## src/rtl/dmem_arb_pkg.sv

```systemverilog
// Shared types and default sizes for the data-memory arbiter.
package dmem_arb_pkg;

  localparam int DMEM_ADDR_W     = 8;
  localparam int DMEM_DATA_W     = 32;
  localparam int DMEM_STARVE_MAX = 4;

  // Which requester owns the read that is in flight to the memory.
  typedef enum logic [1:0] {
    REQ_NONE = 2'd0,
    REQ_CPU  = 2'd1,
    REQ_DBG  = 2'd2
  } req_owner_e;

  // Arbitration priority state.
  typedef enum logic {
    CPU_PRI    = 1'b0,
    DBG_FORCED = 1'b1
  } arb_state_e;

endpackage

```

## src/rtl/dmem_arb_stats.sv

```systemverilog
// Saturating 32-bit grant/conflict counters for the data-memory arbiter.
// Only instantiated when DMEM_ARB_STATS_EN is defined.
module dmem_arb_stats (
  input  logic        clk,
  input  logic        rst,
  input  logic        cpu_gnt,
  input  logic        dbg_gnt,
  input  logic        conflict,
  output logic [31:0] stat_cpu_grants,
  output logic [31:0] stat_dbg_grants,
  output logic [31:0] stat_conflicts
);

  logic [31:0] cpu_cnt_q, cpu_cnt_d;
  logic [31:0] dbg_cnt_q, dbg_cnt_d;
  logic [31:0] cfl_cnt_q, cfl_cnt_d;

  // Each counter sticks at all-ones instead of wrapping.
  always_comb begin
    cpu_cnt_d = cpu_cnt_q;
    dbg_cnt_d = dbg_cnt_q;
    cfl_cnt_d = cfl_cnt_q;
    if (cpu_gnt  && (cpu_cnt_q != '1)) cpu_cnt_d = cpu_cnt_q + 32'd1;
    if (dbg_gnt  && (dbg_cnt_q != '1)) dbg_cnt_d = dbg_cnt_q + 32'd1;
    if (conflict && (cfl_cnt_q != '1)) cfl_cnt_d = cfl_cnt_q + 32'd1;
  end

  // Counter registers, cleared by reset.
  always_ff @(posedge clk or posedge rst) begin
    if (rst) begin
      cpu_cnt_q <= '0;
      dbg_cnt_q <= '0;
      cfl_cnt_q <= '0;
    end else begin
      cpu_cnt_q <= cpu_cnt_d;
      dbg_cnt_q <= dbg_cnt_d;
      cfl_cnt_q <= cfl_cnt_d;
    end
  end

  assign stat_cpu_grants = cpu_cnt_q;
  assign stat_dbg_grants = dbg_cnt_q;
  assign stat_conflicts  = cfl_cnt_q;

endmodule

```

## src/rtl/dmem_arbiter.sv

```systemverilog
// Arbiter for the single-port data memory shared by the CPU MEM stage and
// the debug/loader port. Grants at most one access per cycle, forces a debug
// win after STARVE_MAX consecutive denied debug cycles, and routes the
// one-cycle-late read data back to whichever requester issued the read.
// Optional statistics counters: define DMEM_ARB_STATS_EN.
module dmem_arbiter
  import dmem_arb_pkg::*;
#(
  parameter int ADDR_W     = DMEM_ADDR_W,
  parameter int DATA_W     = DMEM_DATA_W,
  parameter int STARVE_MAX = DMEM_STARVE_MAX
) (
  input  logic              clk,
  input  logic              rst,
  input  logic              cpu_req_valid,
  output logic              cpu_req_ready,
  input  logic              cpu_req_we,
  input  logic [ADDR_W-1:0] cpu_req_addr,
  input  logic [DATA_W-1:0] cpu_req_wdata,
  output logic              cpu_rsp_valid,
  output logic [DATA_W-1:0] cpu_rsp_rdata,
  input  logic              dbg_req_valid,
  output logic              dbg_req_ready,
  input  logic              dbg_req_we,
  input  logic [ADDR_W-1:0] dbg_req_addr,
  input  logic [DATA_W-1:0] dbg_req_wdata,
  output logic              dbg_rsp_valid,
  output logic [DATA_W-1:0] dbg_rsp_rdata,
  output logic              mem_en,
  output logic              mem_we,
  output logic [ADDR_W-1:0] mem_addr,
  output logic [DATA_W-1:0] mem_wdata,
  input  logic [DATA_W-1:0] mem_rdata,
  output logic [31:0]       stat_cpu_grants,
  output logic [31:0]       stat_dbg_grants,
  output logic [31:0]       stat_conflicts
);

  localparam int CNT_W = (STARVE_MAX < 1) ? 1 : $clog2(STARVE_MAX + 1);
  localparam logic [CNT_W-1:0] STARVE_LIM = CNT_W'(STARVE_MAX);

  arb_state_e        state_q, state_d;
  logic [CNT_W-1:0]  starve_q, starve_d;
  req_owner_e        owner_q, owner_d;
  logic [DATA_W-1:0] cpu_rdata_q, cpu_rdata_d;
  logic [DATA_W-1:0] dbg_rdata_q, dbg_rdata_d;
  logic              cpu_gnt, dbg_gnt;

  // Arbitration state register.
  always_ff @(posedge clk or posedge rst) begin
    if (rst) state_q <= CPU_PRI;
    else     state_q <= state_d;
  end

  // Next state: force debug once the counter is about to hit the limit, so
  // debug wins on the cycle right after its STARVE_MAX-th denial.
  always_comb begin
    state_d = state_q;
    case (state_q)
      CPU_PRI:    if (starve_d == STARVE_LIM) state_d = DBG_FORCED;
      DBG_FORCED: if (dbg_gnt || !dbg_req_valid) state_d = CPU_PRI;
      default:    state_d = CPU_PRI;
    endcase
  end

  // Grant outputs; nothing is granted while reset is asserted.
  always_comb begin
    cpu_gnt = 1'b0;
    dbg_gnt = 1'b0;
    if (!rst) begin
      case (state_q)
        CPU_PRI: begin
          if (cpu_req_valid)      cpu_gnt = 1'b1;
          else if (dbg_req_valid) dbg_gnt = 1'b1;
        end
        DBG_FORCED: begin
          if (dbg_req_valid)      dbg_gnt = 1'b1;
          else if (cpu_req_valid) cpu_gnt = 1'b1;
        end
        default: ;
      endcase
    end
  end

  assign cpu_req_ready = cpu_gnt;
  assign dbg_req_ready = dbg_gnt;

  // Starvation counter: counts consecutive denied debug cycles, saturating.
  always_comb begin
    starve_d = starve_q;
    if (!dbg_req_valid || dbg_gnt)  starve_d = '0;
    else if (starve_q != STARVE_LIM) starve_d = starve_q + CNT_W'(1);
  end

  // Memory port mux from the granted requester; zero when idle.
  always_comb begin
    mem_en    = cpu_gnt | dbg_gnt;
    mem_we    = 1'b0;
    mem_addr  = '0;
    mem_wdata = '0;
    if (cpu_gnt) begin
      mem_we    = cpu_req_we;
      mem_addr  = cpu_req_addr;
      mem_wdata = cpu_req_wdata;
    end else if (dbg_gnt) begin
      mem_we    = dbg_req_we;
      mem_addr  = dbg_req_addr;
      mem_wdata = dbg_req_wdata;
    end
  end

  // Read owner tracking and per-port read-data hold.
  always_comb begin
    owner_d = REQ_NONE;
    if (cpu_gnt && !cpu_req_we)      owner_d = REQ_CPU;
    else if (dbg_gnt && !dbg_req_we) owner_d = REQ_DBG;
    cpu_rdata_d = (owner_q == REQ_CPU) ? mem_rdata : cpu_rdata_q;
    dbg_rdata_d = (owner_q == REQ_DBG) ? mem_rdata : dbg_rdata_q;
  end

  // Counter, owner and held read data registers.
  always_ff @(posedge clk or posedge rst) begin
    if (rst) begin
      starve_q    <= '0;
      owner_q     <= REQ_NONE;
      cpu_rdata_q <= '0;
      dbg_rdata_q <= '0;
    end else begin
      starve_q    <= starve_d;
      owner_q     <= owner_d;
      cpu_rdata_q <= cpu_rdata_d;
      dbg_rdata_q <= dbg_rdata_d;
    end
  end

  // The response cycle passes memory data straight through; otherwise the
  // last returned word is held.
  assign cpu_rsp_valid = (owner_q == REQ_CPU);
  assign dbg_rsp_valid = (owner_q == REQ_DBG);
  assign cpu_rsp_rdata = cpu_rdata_d;
  assign dbg_rsp_rdata = dbg_rdata_d;

`ifdef DMEM_ARB_STATS_EN
  logic conflict;
  assign conflict = cpu_req_valid & dbg_req_valid;

  dmem_arb_stats u_stats (
    .clk             (clk),
    .rst             (rst),
    .cpu_gnt         (cpu_gnt),
    .dbg_gnt         (dbg_gnt),
    .conflict        (conflict),
    .stat_cpu_grants (stat_cpu_grants),
    .stat_dbg_grants (stat_dbg_grants),
    .stat_conflicts  (stat_conflicts)
  );
`else
  assign stat_cpu_grants = '0;
  assign stat_dbg_grants = '0;
  assign stat_conflicts  = '0;
`endif

endmodule
```

## config.mk

```make
export PLATFORM = sky130hd
export DESIGN_NAME = dmem_arbiter
export DESIGN_NICKNAME = d
export VERILOG_FILES = /design/src/rtl/dmem_arb_pkg.sv /design/src/rtl/dmem_arb_stats.sv /design/src/rtl/dmem_arbiter.sv
export SDC_FILE = /design/constraint.sdc
export NUM_CORES = 1
export LEC_CHECK = 0
export BUFFER_PORTS_ARGS = -buffer_cell sky130_fd_sc_hd__buf_2
export CORE_AREA = 5 5 123 125
export CTS_CLUSTER_SIZE = 25
export DETAILED_ROUTE_END_ITERATION = 8
export DIE_AREA = 0 0 128 130
export HOLD_SLACK_MARGIN = 0.08
export MAX_ROUTING_LAYER = met4
export PLACE_DENSITY_LB_ADDON = 0.08
export SETUP_SLACK_MARGIN = 0.05
export SYNTH_ARGS = -nofsm -noshare
export SYNTH_HDL_FRONTEND = slang
export SYNTH_SLANG_ARGS = --single-unit
```

## constraint.sdc

```tcl
create_clock -name clk -period 4.6 [get_ports clk]
set_input_delay 1.15 -clock clk [delete_from_list [all_inputs] [get_ports clk]]
set_output_delay 1.15 -clock clk [all_outputs]
set_load 0.01 [all_outputs]
```

# --- Word level (Yosys, flattened, before mapping) ---
# Cells that the tools add are included.
totals:
  ff_bits: 70
  latch_bits: 0
  ramBits: 0
  mem_bits_ro: 0
  inputBits: 118
  output_inout_bits: 206
  elab_cells: 41
  mem_count: 0
classes:
  add_sub_neg: 1
  mul: 0
  div_mod_pow: 0
  magnitude_cmp: 0
  eq_ne: 4
  shifts: 0
  muxes: 23
  bitwise: 2
  reduce_logical: 6
op_table:
  columns: ["op", "n"]
  rows:
  - ["32-bit two-way mux", 4]
  - ["8-bit two-way mux", 2]
  - ["1-bit two-way mux", 10]
  - ["3-bit two-way mux", 2]
  - ["1-bit case mux with 2 select lines", 3]
  - ["2-bit two-way mux", 2]
  - ["3-bit by 1-bit adder with 3-bit output, second input constant", 1]
  - ["3-bit == test, second input constant", 1]
  - ["1-bit zero test", 3]
  - ["3-bit != test, second input constant", 1]
  - ["2-bit by 1-bit == test with 1-bit output, second input constant", 1]
  - ["2-bit == test, second input constant", 1]
  - ["1-bit logical AND", 2]
  - ["1-bit logical OR", 1]
  - ["1-bit NOT", 1]
  - ["1-bit OR", 1]

# --- Logic depth before layout (Yosys ltp) ---
# Gate-level depths: netlist of the first run.
depth:
  ltp_word: 9
  depth_mapped: 5

# --- Worst setup path before layout of the first run ---
# No wires, ideal clock.
synth_path:
  kind: "input-to-output"
  startpoint: "input rst"
  endpoint: "output mem_we"
  arrival_time_ns: 3.368
  t_required_ns: 3.450
  slack_ns: 0.082
  cell_stages: 4
  path_buffers: 1
  cell_sequence: "buf_6 > inv_1 > o2111ai_1 > a21boi_0"
synth_between:
  elab_chain_cells: 3
  word_cells_on_any_way: 4
  cone_classes: "mux (4)"
synth_lines:
  columns: ["item", "line_no", "rtl"]
  rows:
  - ["start, declared", "dmem_arbiter.sv:14", "input logic rst,"]
  - ["1-bit two-way mux", "dmem_arbiter.sv:70", "if (!rst) begin"]
  - ["1-bit two-way mux", "dmem_arbiter.sv:105", "end else if (dbg_gnt) begin"]
  - ["1-bit two-way mux (*)", "dmem_arbiter.sv:101", "if (cpu_gnt) begin"]
  - ["end, declared", "dmem_arbiter.sv:30", "output logic mem_we,"]
# Mark *: on every way between the ends. The rest lies on a longest branch, timed or not.

# --- Final worst setup path of the first run ---
layout_path:
  startpoint: "input cpu_req_valid"
  endpoint: "output mem_wdata[11]"
layout_between:
  elab_chain_cells: 5
  word_cells_on_any_way: 9
  cone_classes: "mux (9)"
layout_lines:
  columns: ["item", "line_no", "rtl"]
  rows:
  - ["start, declared", "dmem_arbiter.sv:15", "input logic cpu_req_valid,"]
  - ["1-bit two-way mux, on equally long branches", "dmem_arbiter.sv:73, dmem_arbiter.sv:78", null]
  - ["1-bit case mux with 2 select lines / 1-bit two-way mux (equally long branches)", "dmem_arbiter.sv:71, dmem_arbiter.sv:77", null]
  - ["1-bit two-way mux / 1-bit case mux with 2 select lines (equally long branches)", "dmem_arbiter.sv:70, dmem_arbiter.sv:71", null]
  - ["32-bit two-way mux / 1-bit two-way mux (equally long branches)", "dmem_arbiter.sv:105, dmem_arbiter.sv:70", null]
  - ["32-bit two-way mux (*)", "dmem_arbiter.sv:101", null]
  - ["end, declared", "dmem_arbiter.sv:32", "output logic [DATA_W-1:0] mem_wdata,"]
# Marked as above.

==> flow_summary.ini, run 1 <==
[cts]
cts_setup_buffers = 0
clock_latency_on_the_worst_skew_pair_ns = 0.32
cts-root-to-sink-buffers = 2
clock-sinks = 70
hold_buffers = 0
ctsRootBufferMaster = sky130_fd_sc_hd__clkbuf_16
cts_resized = 0
cts_tree = built
clk_pin_slew_ns = 0.05
cts_buffers = 9
cts_max_level = 3

[synth]
sequential_fraction_of_the_synthesis_area = 0.4422
warnings_synthesis = 0
synth-seq-cells = 70
post_synth_num_cell_types = 29
postSynthAreaPerCell_um2 = 12.26
adder_cell_share_of_the_synthesized_area = 0.006317
synth-compound-area-share = 0.1036
synthesis.area_um2 = 3961
xor_xnor_cell_area_share_of_the_yosys_netlist = 0.002211
muxShareOfSynthArea = 0.1819
simple_gate_area_share_of_the_yosys_netlist = 0.02811
syn_inst = 323
synth_top_family_by_area = buffers and inverters

[global_routing]
antenna_violations_before_repair = 0
grt_usage = 0.1326
first_pass_grt_wire_length_mm = 16.79
total_overflow_reported_by_the_global_router = 0
first_global_vias = 3180
grt_start_max_net_pins = 71

[floorplan]
design.core.area_um2 = 13770
design.die.area_um2 = 16640
die_height_um = 130
num_io_pins = 324
floorplan.initialDensity = 0.2876
die_x_um = 128
row_count = 43

[setup_path]
path_class = input pin to output pin
setup.worst_path.start_class = input pin
rr_worst_depth = 2
worst_ep_arrival_time_ns = 2.31
critPathMaxFanout = 41
critical_path.endpoint_type = output pin
cp.required_ns = 3.45

[route]
wl_per_cell_um = 15.46
route.final.wire_length_mm = 11.30
post_drt_via_cell_ratio = 4.048
drt-initial-drc-count = 74
ant_nets = 0
drc_errors = 0
num_vias = 2959
dr.pass1.iters = 4

[pwr]
power.combinational.fraction = 0.287
cellLeakagePower_nw = 2.744
clock_power_share = 0.320
power.switching_mw = 0.5861
p_int_mw = 1.381
sw_frac = 0.2979
power_per_cell_area_nw_per_um2 = 386.5
power.share.sequential = 0.392
power.ir.vdd_worst_v = 0.0001596

[worst_hold_path]
hold_path.class = register to register
worstHoldPathCells = 1

[finish]
drive_above_1_share = 0.5771
area_growth_syn_to_layout_pct = 28.49
antenna-diode-count = 0
post_layout_nonfiller_instances = 731
fin_nets = 666

[timing]
rsz_0062_raised_after_global_routing = no
worst_slew_pin_tran_ns = 1.078
period_share = 0.7528
fin_crit_ns = 3.463
clock.fmax_ghz = 0.2888
fin_skew_ns = 0.003620
finalHoldViolations = 0
final_max_slew_viol_count = 0
fin_tns_setup_ns = 0
finalSetupViolations = 0
max-slew-margin-rel = 0.2801

[placed_design]
sum_of_net_half_perimeters_after_detailed_placement_mm = 9.107
dp_cells = 715
i_o_buffers = 227
gp_routability_congestion = 0.8089

[run_status]
outcome = completed

[run]
cap_violations = 0
==> final timing paths <==
kind / from / endpoint / slack, ns
hold / removal: cpu_rdata_q[29]$_DFF_PP0_ / cpu_rdata_q[29]$_DFF_PP0_ / 0.49
max in group asynchronous: rst / cpu_rdata_q[23]$_DFF_PP0_ / 2.81
setup / recovery: cpu_req_valid / mem_wdata[11] / 1.14
setup reg to reg: owner_q[0]$_DFF_PP0_ / dbg_rdata_q[3]$_DFF_PP0_ / 2.76
hold reg to reg: cpu_rdata_q[29]$_DFF_PP0_ / cpu_rdata_q[29]$_DFF_PP0_ / 0.49
min in group asynchronous: rst / cpu_rdata_q[13]$_DFF_PP0_ / 1.21
==> critical path, stage by stage <==
cell	delay, ns
sky130_fd_sc_hd__buf_2	0.12
sky130_fd_sc_hd__nor2b_2	0.17
sky130_fd_sc_hd__nor3_4	0.10
sky130_fd_sc_hd__buf_4	0.38
sky130_fd_sc_hd__a22o_1	0.24
sky130_fd_sc_hd__buf_2	0.15
==> power groups by stage <==
stage,registers (mW),clock network (mW),logic (mW)
floorplan,0.774,0,0.402
global placement,0.780,0,0.576
detailed placement,0.785,0,0.576
CTS,0.773,0.667,0.577
global route,0.788,0.692,0.626
finish,0.772,0.630,0.565
==> cells in the mapped netlist <==
master	instances	area share
sky130_fd_sc_hd__mux2_2	64	0.18
sky130_fd_sc_hd__nand2b_1	1	0.0016
sky130_fd_sc_hd__ha_1	2	0.0063
sky130_fd_sc_hd__a21boi_0	1	0.0019
sky130_fd_sc_hd__o31ai_1	1	0.0019
sky130_fd_sc_hd__nor4_1	2	0.0032
sky130_fd_sc_hd__nand3b_1	1	0.0019
sky130_fd_sc_hd__inv_1	7	0.0066
sky130_fd_sc_hd__nor2b_2	1	0.0022
sky130_fd_sc_hd__a22o_1	39	0.086
sky130_fd_sc_hd__nor2b_1	2	0.0032
sky130_fd_sc_hd__and2_4	1	0.0022
sky130_fd_sc_hd__dfrtp_1	70	0.44
sky130_fd_sc_hd__inv_2	1	0.00095
sky130_fd_sc_hd__buf_4	96	0.18
sky130_fd_sc_hd__a221oi_1	1	0.0022
sky130_fd_sc_hd__nor2_1	3	0.0028
sky130_fd_sc_hd__a22o_2	1	0.0025
sky130_fd_sc_hd__nor3_4	2	0.0082
sky130_fd_sc_hd__nor3b_1	1	0.0019
sky130_fd_sc_hd__a31oi_1	1	0.0016
sky130_fd_sc_hd__o21ai_0	3	0.0038
sky130_fd_sc_hd__buf_6	15	0.043
sky130_fd_sc_hd__conb_1	1	0.00095
sky130_fd_sc_hd__nand2_1	1	0.00095
sky130_fd_sc_hd__a21oi_1	1	0.0013
sky130_fd_sc_hd__xnor2_1	1	0.0022
sky130_fd_sc_hd__o2111ai_1	1	0.0022
sky130_fd_sc_hd__buf_2	2	0.0025
==> cell type report <==
type | instances | area, µm²
Clock buffer | 11 | 242.7
Sequential cell | 70 | 1752
Fill cell | 1431 | 8683
Inverter | 8 | 30.03
Tap cell | 180 | 225.2
Timing Repair Buffer | 230 | 1159
Clock inverter | 5 | 35.03
Multi-Input combinational cell | 227 | 1647
==> logic make-up (layout without fill, tap and decap cells) <==
| logic type | Yosys count | after routing |
|---|---|---|
| other | 1 | 96 |
| adder cells (fa/ha/maj) | 2 | 2 |
| XOR/XNOR | 1 | 1 |
| AND/OR/NAND/NOR | 15 | 15 |
| flip-flops | 70 | 70 |
| multiplexers | 64 | 64 |
| AO/OA/AOI/OAI | 49 | 49 |
| buffers and inverters | 121 | 254 |
==> layout by cell type (no fill, tap or decap) <==
cell type | synthesis | routed
sky130_fd_sc_hd__nor2b_4 | 0 | 1
sky130_fd_sc_hd__mux2_2 | 64 | 64
sky130_fd_sc_hd__o21ai_0 | 3 | 3
sky130_fd_sc_hd__nor2_1 | 3 | 3
sky130_fd_sc_hd__nand2b_2 | 0 | 1
sky130_fd_sc_hd__buf_2 | 2 | 227
sky130_fd_sc_hd__ha_1 | 2 | 2
sky130_fd_sc_hd__nor3b_1 | 1 | 1
sky130_fd_sc_hd__nand3b_1 | 1 | 1
sky130_fd_sc_hd__clkinv_2 | 0 | 2
sky130_fd_sc_hd__conb_1 | 1 | 96
sky130_fd_sc_hd__nor2b_2 | 1 | 1
sky130_fd_sc_hd__clkbuf_16 | 0 | 9
sky130_fd_sc_hd__xnor2_1 | 1 | 1
sky130_fd_sc_hd__clkinv_4 | 0 | 2
sky130_fd_sc_hd__inv_1 | 7 | 6
sky130_fd_sc_hd__a21oi_1 | 1 | 1
sky130_fd_sc_hd__nor3_4 | 2 | 2
sky130_fd_sc_hd__a221oi_1 | 1 | 1
sky130_fd_sc_hd__a31oi_1 | 1 | 1
sky130_fd_sc_hd__clkinvlp_4 | 0 | 1
sky130_fd_sc_hd__inv_2 | 1 | 2
sky130_fd_sc_hd__nor2b_1 | 2 | 1
sky130_fd_sc_hd__nor4_1 | 2 | 2
sky130_fd_sc_hd__a22o_2 | 1 | 1
sky130_fd_sc_hd__a22o_1 | 39 | 39
sky130_fd_sc_hd__o31ai_1 | 1 | 1
sky130_fd_sc_hd__dfrtp_1 | 70 | 70
sky130_fd_sc_hd__o2111ai_1 | 1 | 1
sky130_fd_sc_hd__buf_4 | 96 | 3
sky130_fd_sc_hd__clkbuf_8 | 0 | 1
sky130_fd_sc_hd__a21boi_0 | 1 | 1
sky130_fd_sc_hd__and2_4 | 1 | 1
sky130_fd_sc_hd__clkbuf_1 | 0 | 1
sky130_fd_sc_hd__nand2_1 | 1 | 1
==> registers in the layout, indices dropped and copies added (netlist names) <==
name,count
dbg_rdata_q,32
cpu_rdata_q,32
starve_q,3
state_q,1
owner_q,2
==> per-layer routing <==
metal  track usage  vias up  routed length [µm]
met5             -        -                   0
met2        0.2270      162                5947
li1              -     1390                   -
met4       0.04120        0                 169
met3       0.03807       11                 949
met1        0.1507     1396                4236
==> stage by stage <==
stage                       util  instance area (µm²)  setup slack [ns]  power (mW)  hold WS, ns
final                     0.3695                 5090             1.137       1.967       0.4901
after global routing      0.3695                 5090             1.045       2.106       0.5031
after CTS                 0.3695                 5090             1.126       2.018       0.4929
after detailed placement  0.3494                 4812             1.128       1.361       0.4797
after global placement    0.3494                 4812             1.137       1.356       0.4758
after floorplan                -                 4318           0.08155       1.176       0.5121
No activity file was read; power rests on OpenSTA's default activity.
==> run 2: changes to the inputs <==
--- a/config.mk
+++ b/config.mk
@@ -5,11 +5,12 @@
 export SDC_FILE = /design/constraint.sdc
 export NUM_CORES = 1
 export LEC_CHECK = 0
+export ABC_AREA = 1
 export BUFFER_PORTS_ARGS = -buffer_cell sky130_fd_sc_hd__buf_2
-export CORE_AREA = 5 5 123 125
+export CORE_AREA = 5 5 124 126
 export CTS_CLUSTER_SIZE = 25
 export DETAILED_ROUTE_END_ITERATION = 8
-export DIE_AREA = 0 0 128 130
+export DIE_AREA = 0 0 129 131
 export HOLD_SLACK_MARGIN = 0.08
 export MAX_ROUTING_LAYER = met4
 export PLACE_DENSITY_LB_ADDON = 0.08
==> constraint.sdc (replaced) <==
create_clock -name clk -period 3.6 [get_ports clk]
set_input_delay 0.9 -clock clk [delete_from_list [all_inputs] [get_ports clk]]
set_output_delay 0.9 -clock clk [all_outputs]
set_load 0.01 [all_outputs]
==> run 2 against run 1 <==
Global-route usage is 0.076 points higher. Combinational power is 27% higher. Die area is 1.6% higher. Clock skew is 0.00055 ns higher. Worst setup slack worse by 0.34 ns. Largest power group unchanged. Wire length is 4.3% higher. Non-clock buffer count stayed put. Final area is 3.3% higher. Highest routed layer unchanged.
==> flow_summary.ini, run 2 <==
[route]
drc_errors = 0
wl_per_cell_um = 12.85
dr.pass1.iters = 6
ant_nets = 0
num_vias = 3563
post_drt_via_cell_ratio = 3.881
drt-initial-drc-count = 134
route.final.wire_length_mm = 11.79

[timing]
finalHoldViolations = 0
fin_skew_ns = 0.004168
worst_slew_pin_tran_ns = 0.9269
clock.fmax_ghz = 0.3573
max-slew-margin-rel = 0.3821
final_max_slew_viol_count = 0
fin_crit_ns = 2.799
finalSetupViolations = 0
fin_tns_setup_ns = 0
rsz_0062_raised_after_global_routing = no
final_critical_path_setup_slack_ns = 0.8014
period_share = 0.7774

[cts]
cts_buffers = 9
ctsRootBufferMaster = sky130_fd_sc_hd__clkbuf_16
cts_tree = built
cts-root-to-sink-buffers = 2
clock_latency_on_the_worst_skew_pair_ns = 0.33
cts_setup_buffers = 0
cts_max_level = 3
clk_pin_slew_ns = 0.06
clock-sinks = 70
hold_buffers = 0
cts_resized = 0

[worst_hold_path]
worstHoldPathCells = 2
worst_min_delay_path_startpoint = cpu_rdata_q[27]$_DFF_PP0_
worst_hold_path.endpoint = cpu_rdata_q[27]$_DFF_PP0_
hold_path.class = register to register

[global_routing]
antenna_violations_before_repair = 0
first_pass_grt_wire_length_mm = 16.93
grt_usage = 0.1334
grt_start_max_net_pins = 72
total_overflow_reported_by_the_global_router = 0
first_global_vias = 3374

[floorplan]
design.core.area_um2 = 14200
die_height_um = 131
design.die.area_um2 = 16900
row_count = 44
num_io_pins = 324
floorplan.initialDensity = 0.2897
die_x_um = 129

[finish]
area_growth_syn_to_layout_pct = 27.76
final_core_utilization = 0.3702
fin_nets = 849
largestRegisters = cpu_rdata_q (32), dbg_rdata_q (32), starve_q (3)
mostFrequentLayoutCell = sky130_fd_sc_hd__buf_2
final_cell_mix = sky130_fd_sc_hd__buf_2, sky130_fd_sc_hd__nand2_1, sky130_fd_sc_hd__conb_1, sky130_fd_sc_hd__dfrtp_1, sky130_fd_sc_hd__o21ai_1
antenna-diode-count = 0
drive_above_1_share = 0.3733

[setup_path]
rr_endpoint = cpu_rdata_q[5]$_DFF_PP0_
cp_slowest_stage_delay_ns = 0.37
critical_path.endpoint_type = output pin
worst_ep_arrival_time_ns = 1.90
reg2reg_from = owner_q[1]$_DFF_PP0_
category_of_cells_accounting_for_the_largest_share_of_critical_path_delay = buffers and inverters
timing.critical_path.buf_inv = 3
timing.critical_path.cells = inv_1 -> nand2_2 -> buf_12 -> o21ai_1 -> buf_2
critPathSlowestCell = sky130_fd_sc_hd__nand2_2
cp.required_ns = 2.70
rr_worst_depth = 4
path_class = register to output pin
setup.worst_path.start_class = register
r2r_slack_ns = 2.11
critPathMaxFanout = 34

[synth]
sequential_fraction_of_the_synthesis_area = 0.4257
synth_area_leaders = sky130_fd_sc_hd__dfrtp_1, sky130_fd_sc_hd__buf_4, sky130_fd_sc_hd__nand2_1
warnings_synthesis = 0
cell_accounting_for_the_most_synthesized_area = sky130_fd_sc_hd__dfrtp_1
synth_edf_count = 0
synth-seq-cells = 70
post_synth_num_cell_types = 25
area_share_of_the_largest_cell_type_after_synthesis = 0.4257
postSynthAreaPerCell_um2 = 8.069
syn_inst = 510
yosysMostFrequentCell = sky130_fd_sc_hd__nand2_1
synth.cells.most_frequent = sky130_fd_sc_hd__nand2_1, sky130_fd_sc_hd__buf_4, sky130_fd_sc_hd__dfrtp_1
postSynth.asyncResetShare = 1.000
dominantRegCellSynth = sky130_fd_sc_hd__dfrtp_1
synthesis.area_um2 = 4115

[placed_design]
i_o_buffers = 227
gp_routability_congestion = 0.8356
sum_of_net_half_perimeters_after_detailed_placement_mm = 9.412
place_ws_ns = 0.8284

[run_status]
outcome = completed

[pwr]
design_power_total_mw = 2.660
power.ir.vdd_worst_v = 0.0002151
power_per_cell_area_nw_per_um2 = 506.0
cellLeakagePower_nw = 3.235

[run]
cap_violations = 0
[run 2: stage by stage]
step           instances  hold WS [ns]  area, µm²
3_5_place_dp         902        0.4804       4933
3_3_place_gp         902        0.4742       4933
4_1_cts              918        0.4944       5258
2_1_floorplan        605        0.4714       4472
6_report             918        0.4895       5258
5_1_grt              918        0.5175       5258
[run 2: logic make-up after synthesis]
kind of cell,count (synthesis),share of synthesized area
simple gates,208,0.2101
compound gates,67,0.08179
other cells,1,0.0009113
flops,70,0.4257
buf+inv,162,0.2755
fa+ha+maj,2,0.006080
[run 2: metal layers]
metal  GRT usage  vias up  wire [µm]  share of wire
met5           -        -          0              0
met4     0.05559        0        122          0.010
met3     0.03862        8        976          0.083
met2      0.2213      158       6182           0.52
met1      0.1512     1586       4511           0.38
li1            -     1811          -              -
[run 2: cell type report]
cell class | count | area, µm²
fillers | 1549 | 8946
flip-flops and latches | 70 | 1752
multi-input cells | 373 | 1589
repair buffers | 230 | 1184
clock buffers | 11 | 242.7
well taps | 184 | 230.2
inverters | 45 | 178.9
clock inverters | 5 | 81.33
[run 2: worst max path at each step]
stage                                     from                 to  slack [ns]  cells after the start
after floorplan                            rst        mem_addr[0]        0.40                      6
after global placement           dbg_req_valid             mem_we        0.85                      8
after detailed placement         dbg_req_valid      mem_wdata[17]        0.83                      7
after CTS                 owner_q[1]$_DFF_PP0_  dbg_rsp_rdata[25]        0.74                      7
after global routing      owner_q[1]$_DFF_PP0_   cpu_rsp_rdata[6]        0.61                      5
final                     owner_q[1]$_DFF_PP0_   cpu_rsp_rdata[6]        0.80                      5
[run 2: worst min-delay path, delay by kind of cell, from the launching register on]
family	cells	cell delay, ns
AND/OR/NAND/NOR	1	0.05
flip-flops	1	0.32
AO/OA/AOI/OAI	1	0.08
[run 2: where the power goes]
part	switching (mW)	total, mW	internal (mW)
Combinational	0.445	0.715	0.269
Sequential	0.0405	0.987	0.946
Clock	0.333	0.959	0.626
==> run 3: changes to the inputs <==
==> constraint.sdc (replaced) <==
create_clock -name clk -period 2.78 [get_ports clk]
set_input_delay 0.695 -clock clk [delete_from_list [all_inputs] [get_ports clk]]
set_output_delay 0.695 -clock clk [all_outputs]
set_load 0.01 [all_outputs]
==> run 3 against run 2 <==
Global-route usage rose by 0.36 points. First-iteration DRC count is 7.5% higher. Die area stayed put. Worst hold slack gained 0.0020 ns. Register-to-register slack lost 0.63 ns. Count of clock-buffer cells in the layout shrank 2. Final cell count up 0.11%. Critical endpoint is now cpu_rsp_rdata[27]. Flip-flop and latch count stayed put. Via count is 0.34% higher. Worst setup slack got worse by 0.43 ns.
==> flow_summary.ini, run 3 (synthesized netlist as in run 2, its figures left out) <==
[timing]
finalHoldViolations = 0
worst_slew_pin_tran_ns = 0.9144
final_critical_path_setup_slack_ns = 0.3678
final_max_slew_viol_count = 0
timing.hold.ws_ns = 0.4915
fin_crit_ns = 2.412
fin_skew_ns = 0.008555
clock.fmax_ghz = 0.4146
max-slew-margin-rel = 0.3904
fin_tns_setup_ns = 0
finalSetupViolations = 0
rsz_0062_raised_after_global_routing = no
period_share = 0.8677

[floorplan]
design.core.area_um2 = 14200
design.die.area_um2 = 16900
die_x_um = 129
num_io_pins = 324
floorplan.initialDensity = 0.2897
die_height_um = 131
row_count = 44

[cts]
hold_buffers = 0
clock-sinks = 70
cts_max_level = 3
cts_resized = 0
clk_pin_slew_ns = 0.06
ctsRootBufferMaster = sky130_fd_sc_hd__clkbuf_16
clock_latency_on_the_worst_skew_pair_ns = 0.34
cts_buffers = 9
cts_tree = built
cts_setup_buffers = 0
cts-root-to-sink-buffers = 2

[finish]
fin_nets = 851
filler_cell_count = 1565
drive_above_1_share = 0.3755
area_growth_syn_to_layout_pct = 27.88
mostFrequentLayoutCell = sky130_fd_sc_hd__buf_2
antenna-diode-count = 0
post_layout_nonfiller_instances = 919
final_cell_mix = sky130_fd_sc_hd__buf_2, sky130_fd_sc_hd__nand2_1, sky130_fd_sc_hd__conb_1, sky130_fd_sc_hd__dfrtp_1, sky130_fd_sc_hd__o21ai_1
largestRegisters = cpu_rdata_q (32), dbg_rdata_q (32), starve_q (3)

[placed_design]
gp_routability_congestion = 0.8229
place_ws_ns = 0.3955
dp_cells = 904
sum_of_net_half_perimeters_after_detailed_placement_mm = 9.606
i_o_buffers = 227

[global_routing]
first_pass_grt_wire_length_mm = 17.53
first_global_vias = 3414
total_overflow_reported_by_the_global_router = 0
antenna_violations_before_repair = 0
grt_usage = 0.1370
grt_start_max_net_pins = 72

[route]
post_drt_via_cell_ratio = 3.890
route.final.wire_length_mm = 11.87
num_vias = 3575
ant_nets = 0
wl_per_cell_um = 12.92
dr.pass1.iters = 4
drt-initial-drc-count = 144
drc_errors = 0

[pwr]
cellLeakagePower_nw = 3.239
power_per_cell_area_nw_per_um2 = 649.8
p_int_mw = 2.356
power.combinational.fraction = 0.271
power.share.sequential = 0.374
power.ir.vdd_worst_v = 0.0002648
clock_power_share = 0.355
sw_frac = 0.3112
power.switching_mw = 1.064

[setup_path]
path_class = register to output pin
setup.worst_path.start_class = register
cp.required_ns = 2.09
critical_path.endpoint_type = output pin
worst_ep_arrival_time_ns = 1.72
critPathMaxFanout = 18

[run_status]
outcome = completed

[run]
cap_violations = 0

[worst_hold_path]
hold_path.class = register to register
==> run 3: changes by cell type in the layout (fill, tap and decap cells not counted) <==
cell and delta:
sky130_fd_sc_hd__clkbuf_8 -1, sky130_fd_sc_hd__buf_4 +2, sky130_fd_sc_hd__clkbuf_1 -1, sky130_fd_sc_hd__inv_2 -1, sky130_fd_sc_hd__inv_4 +1, sky130_fd_sc_hd__clkinv_2 +1
==> run 3: critical path, cell delays in order (launching register included) <==
cell and delay (ns):
sky130_fd_sc_hd__dfrtp_1 0.35, sky130_fd_sc_hd__inv_1 0.09, sky130_fd_sc_hd__nand2_2 0.21, sky130_fd_sc_hd__buf_4 0.28
sky130_fd_sc_hd__o21ai_0 0.26, sky130_fd_sc_hd__buf_2 0.19
==> run 3: power groups by stage <==
stage,Clock (mW),Sequential (mW),Combinational (mW)
final,1.21,1.28,0.926
after global routing,1.31,1.30,1.05
after CTS,1.26,1.28,0.948
after detailed placement,0,1.30,0.945
after global placement,0,1.29,0.940
after floorplan,0,1.29,0.644
==> run 3: worst paths after layout <==
check	from	to	slack [ns]	cells past startpoint
setup / recovery	owner_q[1]$_DFF_PP0_	cpu_rsp_rdata[27]	0.37	5
hold / removal	cpu_rdata_q[30]$_DFF_PP0_	cpu_rdata_q[30]$_DFF_PP0_	0.49	2
setup reg to reg	owner_q[1]$_DFF_PP0_	cpu_rdata_q[27]$_DFF_PP0_	1.48	4
hold reg to reg	cpu_rdata_q[30]$_DFF_PP0_	cpu_rdata_q[30]$_DFF_PP0_	0.49	2
max in group asynchronous	rst	dbg_rdata_q[7]$_DFF_PP0_	1.48	3
min in group asynchronous	rst	starve_q[2]$_DFF_PP0_	0.68	3
==> run 3: per-stage QoR <==
stage	area (µm²)	utilization	total power, mW
after floorplan	4474	-	1.929
after global placement	4951	0.3486	2.234
after detailed placement	4951	0.3486	2.244
after CTS	5263	0.3705	3.490
after global routing	5263	0.3705	3.656
final	5263	0.3705	3.420
==> run 3: layer usage <==
layer	global-route usage	vias to the layer above	part of all wire
met3	0.04228	13	0.092
li1	-	1809	-
met4	0.05374	0	0.016
met1	0.1597	1592	0.38
met2	0.2216	161	0.51
met5	-	-	0
==> run 3: cell type report <==
cell class,count,area [µm²],area share
clock buffer,9,225.2,0.04280
clock inverter,6,86.33,0.01641
inverter,45,181.4,0.03447
multi-input combinational,373,1589,0.3019
sequential,70,1752,0.3329
tap,184,230.2,0.04375
timing repair buffer,232,1199,0.2278
